### src/rtl/i2c_bus_monitor.sv
// I2C bus-state monitor: filtered START/STOP detection, bus-busy tracking,
// SMBus-style idle timeout and SCL-stuck-low flag. Inputs must already be synchronised.
module i2c_bus_monitor #(
  parameter int FILT_LEN  = 2,
  parameter int TIMEOUT_W = 16
) (
  input  logic                 clk,
  input  logic                 n_rst,
  input  logic                 SDA_sync,
  input  logic                 SCL_sync,
  input  logic [TIMEOUT_W-1:0] idle_timeout,
  input  logic [TIMEOUT_W-1:0] low_timeout,
  input  logic                 clr_stuck,
  output logic                 bus_busy,
  output logic                 start_det,
  output logic                 rstart_det,
  output logic                 stop_det,
  output logic                 idle_to,
  output logic                 scl_stuck
);

  localparam int FW = $clog2(FILT_LEN + 1);
  localparam logic [FW-1:0] FMAX = FW'(FILT_LEN);

  typedef enum logic {IDLE, BUSY} state_t;

  state_t               state_q;
  logic                 prev_scl_q, prev_sda_q;
  logic [FW-1:0]        start_cnt_q, start_cnt_d;
  logic [FW-1:0]        stop_cnt_q, stop_cnt_d;
  logic [TIMEOUT_W-1:0] idle_cnt_q, idle_cnt_d;
  logic [TIMEOUT_W-1:0] low_cnt_q, low_cnt_d;
  logic                 start_qual, stop_qual, start_conf, stop_conf;
  logic                 idle_hit, low_hit;

  always_comb begin
    start_qual = SCL_sync & ~SDA_sync;
    stop_qual  = SCL_sync & SDA_sync;

    // A run may only begin right after its precondition sample; once begun it
    // keeps counting until a non-qualifying sample breaks it.
    start_cnt_d = '0;
    if (start_qual && (start_cnt_q != '0 || (prev_scl_q && prev_sda_q)))
      start_cnt_d = (start_cnt_q == FMAX) ? FMAX : start_cnt_q + FW'(1);

    stop_cnt_d = '0;
    if (stop_qual && (stop_cnt_q != '0 || (prev_scl_q && !prev_sda_q)))
      stop_cnt_d = (stop_cnt_q == FMAX) ? FMAX : stop_cnt_q + FW'(1);

    // Saturation makes confirmation fire only on the FILT_LEN-th sample.
    start_conf = (start_cnt_d == FMAX) && (start_cnt_q != FMAX);
    stop_conf  = (stop_cnt_d == FMAX) && (stop_cnt_q != FMAX);

    idle_cnt_d = '0;
    if (state_q == BUSY && stop_qual)
      idle_cnt_d = (&idle_cnt_q) ? idle_cnt_q : idle_cnt_q + TIMEOUT_W'(1);

    low_cnt_d = '0;
    if (!SCL_sync)
      low_cnt_d = (&low_cnt_q) ? low_cnt_q : low_cnt_q + TIMEOUT_W'(1);

    // Thresholds are compared against counts that include the current sample.
    idle_hit = (idle_timeout != '0) && (idle_cnt_d >= idle_timeout);
    low_hit  = (low_timeout != '0) && (low_cnt_d >= low_timeout);
  end

  always_ff @(posedge clk) begin
    if (!n_rst) begin
      state_q     <= IDLE;
      prev_scl_q  <= 1'b1;
      prev_sda_q  <= 1'b1;
      start_cnt_q <= '0;
      stop_cnt_q  <= '0;
      idle_cnt_q  <= '0;
      low_cnt_q   <= '0;
      bus_busy    <= 1'b0;
      start_det   <= 1'b0;
      rstart_det  <= 1'b0;
      stop_det    <= 1'b0;
      idle_to     <= 1'b0;
      scl_stuck   <= 1'b0;
    end else begin
      prev_scl_q  <= SCL_sync;
      prev_sda_q  <= SDA_sync;
      start_cnt_q <= start_cnt_d;
      stop_cnt_q  <= stop_cnt_d;
      idle_cnt_q  <= idle_cnt_d;
      low_cnt_q   <= low_cnt_d;
      scl_stuck   <= low_hit | (scl_stuck & ~clr_stuck);
      start_det   <= 1'b0;
      rstart_det  <= 1'b0;
      stop_det    <= 1'b0;
      idle_to     <= 1'b0;
      case (state_q)
        IDLE: begin
          if (stop_conf) begin
            stop_det <= 1'b1;
          end else if (start_conf) begin
            state_q   <= BUSY;
            bus_busy  <= 1'b1;
            start_det <= 1'b1;
          end
        end
        BUSY: begin
          // STOP outranks a timeout reached on the same edge.
          if (stop_conf) begin
            state_q    <= IDLE;
            bus_busy   <= 1'b0;
            stop_det   <= 1'b1;
            idle_cnt_q <= '0;
          end else if (start_conf) begin
            rstart_det <= 1'b1;
          end else if (idle_hit) begin
            state_q    <= IDLE;
            bus_busy   <= 1'b0;
            idle_to    <= 1'b1;
            idle_cnt_q <= '0;
          end
        end
        default: state_q <= IDLE;
      endcase
    end
  end

endmodule

### config.mk
export PLATFORM = sky130hd
export DESIGN_NAME = i2c_bus_monitor
export DESIGN_NICKNAME = d
export VERILOG_FILES = /design/src/rtl/i2c_bus_monitor.sv
export SDC_FILE = /design/constraint.sdc
export NUM_CORES = 1
export LEC_CHECK = 0
export ABC_AREA = 1
export CAP_MARGIN = 20
export CELL_PAD_IN_SITES_DETAIL_PLACEMENT = 1
export CELL_PAD_IN_SITES_GLOBAL_PLACEMENT = 1
export CORE_UTILIZATION = 37
export CTS_BUF_LIST = sky130_fd_sc_hd__clkbuf_4
export DETAILED_ROUTE_END_ITERATION = 12
export HOLD_SLACK_MARGIN = 0.08
export PLACE_DENSITY_LB_ADDON = 0.15
export SYNTH_ARGS = -nofsm -noshare
export SYNTH_HDL_FRONTEND = slang
export SYNTH_SLANG_ARGS = --single-unit
export TNS_END_PERCENT = 30
### constraint.sdc
create_clock -name clk -period 2.6 [get_ports clk]
set_input_delay 0.39 -clock clk [delete_from_list [all_inputs] [get_ports clk]]
set_output_delay 0.39 -clock clk [all_outputs]
set_load 0.02 [all_outputs]
---- Yosys cells after proc, flatten, opt, wreduce, memory -nomap -nowiden ----
Cells that the tools add are included.
W data, S select, Z words.
word-level totals
  register bits after elaboration ......... 45
  input port bits ......................... 37
  word-level logic and storage cells ...... 85
  output and inout bits ................... 6
cells by class
  $add $sub $neg .......................... 4
  bitwise logic cells ..................... 8
  equality and inequality tests ........... 10
  mux-type cells .......................... 26
  reductions and logical operators ........ 22
  magnitude comparators ................... 2
operator list
  kind                     number
  $mux W16                 8
  $add A16 B1 Y16 const B  2
  $ge A16 B16 Y1           2
  $reduce_and A16 Y1       2
  $reduce_bool A16 Y1      2
  $mux W1                  12
  $logic_and A1 B1 Y1      9
  $eq A2 B2 Y1 const B     4
  $mux W2                  4
  $ne A2 B2 Y1 const B     4
  $add A2 B1 Y2 const B    2
  $not A1 Y1               4
  $pmux W1 S2              2
  $reduce_and A4 Y1        1
  $reduce_bool A2 Y1       2
  $reduce_or A4 Y1         1
  $and A1 B1 Y1            3
  $ne A3 B1 Y1 const B     1
  $ne A3 B2 Y1 const B     1
  $logic_or A1 B1 Y1       2
  $reduce_and A2 Y1        1
  $reduce_or A2 Y1         1
  $logic_not A1 Y1         1
  $or A1 B1 Y1             1

---- Depth between registers and ports, before layout ----
  word-level depth ........................ 9
  mapped depth ............................ 23
  depth with buffers taken out ............ 21

---- Least setup slack after synthesis ----
OpenSTA, ideal clock, no wires.
  path kind ............................... register to register
  start ................................... reg idle_cnt_q[0]
  end ..................................... reg idle_cnt_q[6]
  path buffers ............................ 1
  path slack .............................. -39 ps
  required time ........................... 2535 ps
  setup time .............................. 65 ps
  arrival time ............................ 2574 ps
  cell stages (with the launch flop) ...... 21
  cell sequence ........................... dfxtp_1 -> ha_1 -> nand2_1 -> nor2_2 -> nand4_2 -> nor2_2 -> inv_2 -> or2_2 -> nand3_1 -> inv_1 -> ha_1 -> nand2_1 -> nand2_1 -> a21oi_1 -> nand2_1 -> nand2_1 -> nand2_1 -> nand2_1 -> nand3_2 -> buf_4 -> nor2_1
between the ends
  word-level cells in the longest chain between the ends .. 9
  elaborated cells between the ends (all ways) .. 10
  those cells by class .................... add/sub: 1; order compare: 1; mux: 6; reduce/logical: 2
RTL lines
  what                                                          RTL line  text
  start: declaration                                            31        logic [TIMEOUT_W-1:0] idle_cnt_q, idle_cnt_d;
  start signal: assignment                                      87        idle_cnt_q <= idle_cnt_d;
  $add A16 B1 Y16 / $reduce_and A16 Y1 (equally long branches)  56        idle_cnt_d = (&idle_cnt_q) ? idle_cnt_q : idle_cnt_q + TIMEOUT_W'(1);
  $mux W16 (*)                                                  56
  $mux W16 (*)                                                  55        if (state_q == BUSY && stop_qual)
  $ge A16 B16 Y1                                                63        idle_hit = (idle_timeout != '0) && (idle_cnt_d >= idle_timeout);
  $logic_and A1 B1 Y1                                           63
  $mux W16                                                      113       end else if (idle_hit) begin
  $mux W16                                                      111       end else if (start_conf) begin
  $mux W16                                                      106       if (stop_conf) begin
  $mux W16 (*)                                                  94        case (state_q)
Every way passes the cells marked *; elsewhere a longest branch is shown, timed or not.
A chain may end at the register's enable or synchronous reset.

---- Worst setup path after layout ----
  start ................................... reg idle_cnt_q[1]
  end ..................................... reg idle_cnt_q[12]
The elaborated chain is that of the path after synthesis.

==> results.sh <==
export IMPL_critPathKind="register to register"
export IMPL_port_buffers=42
export IMPL_rr_endpoint="idle_cnt_q[12]"
export IMPL_path_common_cell="nand2_1"
export IMPL_fill_cells=1101
export IMPL_vias=3901
export IMPL_drc=1
export IMPL_htree_levels=2
export IMPL_clk_path_buf_depth=2
export IMPL_final_setup_worst_slack_ps=-124.8
export IMPL_synth_fp_nets=604
export IMPL_setup_viol=20
export IMPL_ios=43
export IMPL_skew_ps=14.59
export IMPL_final_core_util_pct=59.45
export IMPL_synth_commonest_cells="116 x nand2_1, 108 x inv_1, 73 x nor2_1"
export IMPL_drive_gt1_share_pct=33.28
export IMPL_antenna_found_initial=0
export IMPL_worstPathMaxFanout=7
export IMPL_min_from="state_q"
export IMPL_grt_max_degree=17
export IMPL_r2r_start="idle_cnt_q[1]"
export IMPL_relSlewSlack_pct=62.54
export IMPL_crit_required_ps=2940
export IMPL_core_sq_mm=0.008806
export IMPL_critPathLaunchType="register"
export IMPL_rsz0062_at_grt="yes"
export IMPL_reg2reg_depth=20
export IMPL_dr_pass1_iters=9
export IMPL_clk_pin_slew_ps=150
export IMPL_cts_hold_buf=0
export IMPL_holdPathStages=1
export IMPL_finalMaxSlewViolations=0
export IMPL_start_util_pct=38.66
export IMPL_ant_nets=0
export IMPL_synthCells=529
export IMPL_areaGrowthSynthToFinish_pct=53.77
export IMPL_wirelength_mm=13.20
export IMPL_wl_per_cell_microns=17.36
export IMPL_crit_arrival_ps=3060
export IMPL_synth_area_leaders="dfxtp_1 26%, ha_1 14%, nand2_1 13%"
export IMPL_end_kind="register"
export IMPL_rows=34
export IMPL_status="finished with violations"
export IMPL_grt_pass1_wl_mm=18.84
export IMPL_dp_hpwl_mm=8.310
export IMPL_synth_seq_cells=45
export IMPL_worstHoldEndpoint="bus_busy"
export IMPL_numCtsBuffers=5
export IMPL_die_w_microns=97.93
export IMPL_synth_edf_count=0
export IMPL_async_flop_share_pct=0
export IMPL_viasPerCell=5.133
export IMPL_worstSetupStartpoint="idle_cnt_q[1]"
export IMPL_worst_pin_slew_ps=561.3
export IMPL_path_buf_inv=3
export IMPL_yosysSeqAreaShare_pct=26.46
export IMPL_antenna_cells=0
export IMPL_crit_family="simple AND/OR/NAND/NOR gates"
export IMPL_netlist_area_sq_mm=0.003405
export IMPL_yosysWarnings=0
export IMPL_cap_violations=0
export IMPL_leakage_nw=2.630
export IMPL_cts_tree="yes"
export IMPL_ir_drop_mv=0.2573
export IMPL_path_cells="ha_4, nand2_4, nor2_4, nand4_4, nor2_4, buf_4, buf_4, or2_4, nand3_2, inv_2, ha_4, nand2_1, nand2_1, a21oi_2, nand2_1, nand2_1, nand2_2, nand2_4, nand3_4, nor2_1"
export IMPL_synth_top_area_share_pct=26.46
export IMPL_r2r_slack_ps=-120
export IMPL_fmax_mhz=367.0
export IMPL_clock_sink_count=45
export IMPL_placed_area_sq_mm=0.004382
export IMPL_design_area_sq_mm=0.005235
export IMPL_die_h_microns=97.93
export IMPL_grt_pass1_vias=4018
export IMPL_hold_viol=0
export IMPL_synth_top_area_cell="dfxtp_1"
export IMPL_clk_latency_ps=400
export IMPL_nets=726
export IMPL_min_path_type="register to register"
export IMPL_fin_crit_sh_pct=104.8
export IMPL_powerDensity_mw_per_mm2=240.9
export IMPL_period_needed_ps=2725
export IMPL_dieArea_sq_mm=0.009589
export IMPL_routabilityCongestion=0.8366
export IMPL_grt_overflow_total=0
export IMPL_post_synth_top_count_cell="nand2_1"
export IMPL_cts_root_buf="clkbuf_4"
export IMPL_slowest_stage="dfxtp_4"
export IMPL_violations="DRC, setup timing"
export IMPL_grtUsageTotal_pct=24.27
export IMPL_pre_cts_ws_ps=-372.1
export IMPL_slowest_delay_ps=410
export IMPL_yosys_most_used_dff="dfxtp_1"
export IMPL_yosysUniqueCellTypes=35
export IMPL_drt_iter0_drc=108
export IMPL_avgSynthCellArea_sq_um=6.436
-- placed cells by master (no fill, tap or decap), types with 7 or more instances in the layout --
master	netlist	layout
dfxtp_1	45	29
dfxtp_2	0	10
nand3_2	1	11
nor2_2	4	10
nor2_1	73	56
clkdlybuf4s50_1	0	42
a21oi_1	24	15
ha_1	38	28
nor2_4	1	12
a21oi_2	2	8
xor2_1	12	11
ha_4	0	10
buf_4	2	73
nand4_1	16	16
nand3_1	31	19
nand2_1	116	90
nand2_4	0	10
inv_2	3	7
nand2_2	1	17
inv_1	108	101
-- stage by stage --
stage | cells | setup TNS, ps | power (mW) | hold WS [ps]
2_1_floorplan | 529 | 0 | 0.7827 | 431.5
3_3_place_gp | 734 | -3405 | 0.8645 | 454.1
3_5_place_dp | 734 | -5376 | 0.8726 | 458.8
4_1_cts | 751 | 0 | 1.238 | 487.2
5_1_grt | 760 | -4335 | 1.304 | 526.2
6_report | 760 | -1721 | 1.261 | 495.7
-- layer usage --
metal	share of wire (%)	track usage, %	up-vias
met3	3.4	2.863	23
li1	-	-	1903
met1	44	31.44	1901
met5	0	0	-
met2	51	43.23	74
met4	2.0	4.895	0
-- where the power goes --
group	leakage (nW)	switching (mW)	internal (mW)
sequential	0.373	0.00200	0.688
combinational	2.23	0.0984	0.0922
clock	0.0316	0.273	0.108
total	2.63	0.374	0.887
-- logic make-up (layout without fill, tap and decap cells) --
group | count (synthesis) | count (layout) | synth area share [%]
simple gates | 275 | 276 | 35.61
compound gates | 41 | 41 | 7.130
buf+inv | 116 | 238 | 13.23
xor+xnor | 14 | 14 | 3.602
fa+ha+maj | 38 | 38 | 13.97
flops | 45 | 45 | 26.46
-- repair_timing --
action,4_1_cts,5_1_grt
gates cloned,1,0
gates resized for setup,53,108
setup endpoints to repair,20,20
setup buffers,8,10
pin swaps,22,48
-- sequential cells by signal, summed over array words and instances, names as in the netlist, 2 cells and up --
register and count:
low_cnt_q 16, stop_cnt_q 2, start_cnt_q 2, idle_cnt_q 16
-- layout make-up --
cell class	instances	area [sq um]	area share, %
clock buffers	5	37.54	0.7170
well taps	108	135.1	2.581
multi-input cells	369	2663	50.86
clock inverters	3	21.27	0.4063
inverters	111	425.4	8.126
flip-flops and latches	45	935.9	17.88
repair buffers	119	1017	19.43
-- worst max path at each step --
stage,to,cells after the start
2_1_floorplan,idle_cnt_q[6],20
3_3_place_gp,idle_cnt_q[15],15
3_5_place_dp,idle_cnt_q[15],15
4_1_cts,bus_busy,21
5_1_grt,idle_cnt_q[15],20
6_report,idle_cnt_q[12],20
(Power assumes the default switching activity.)
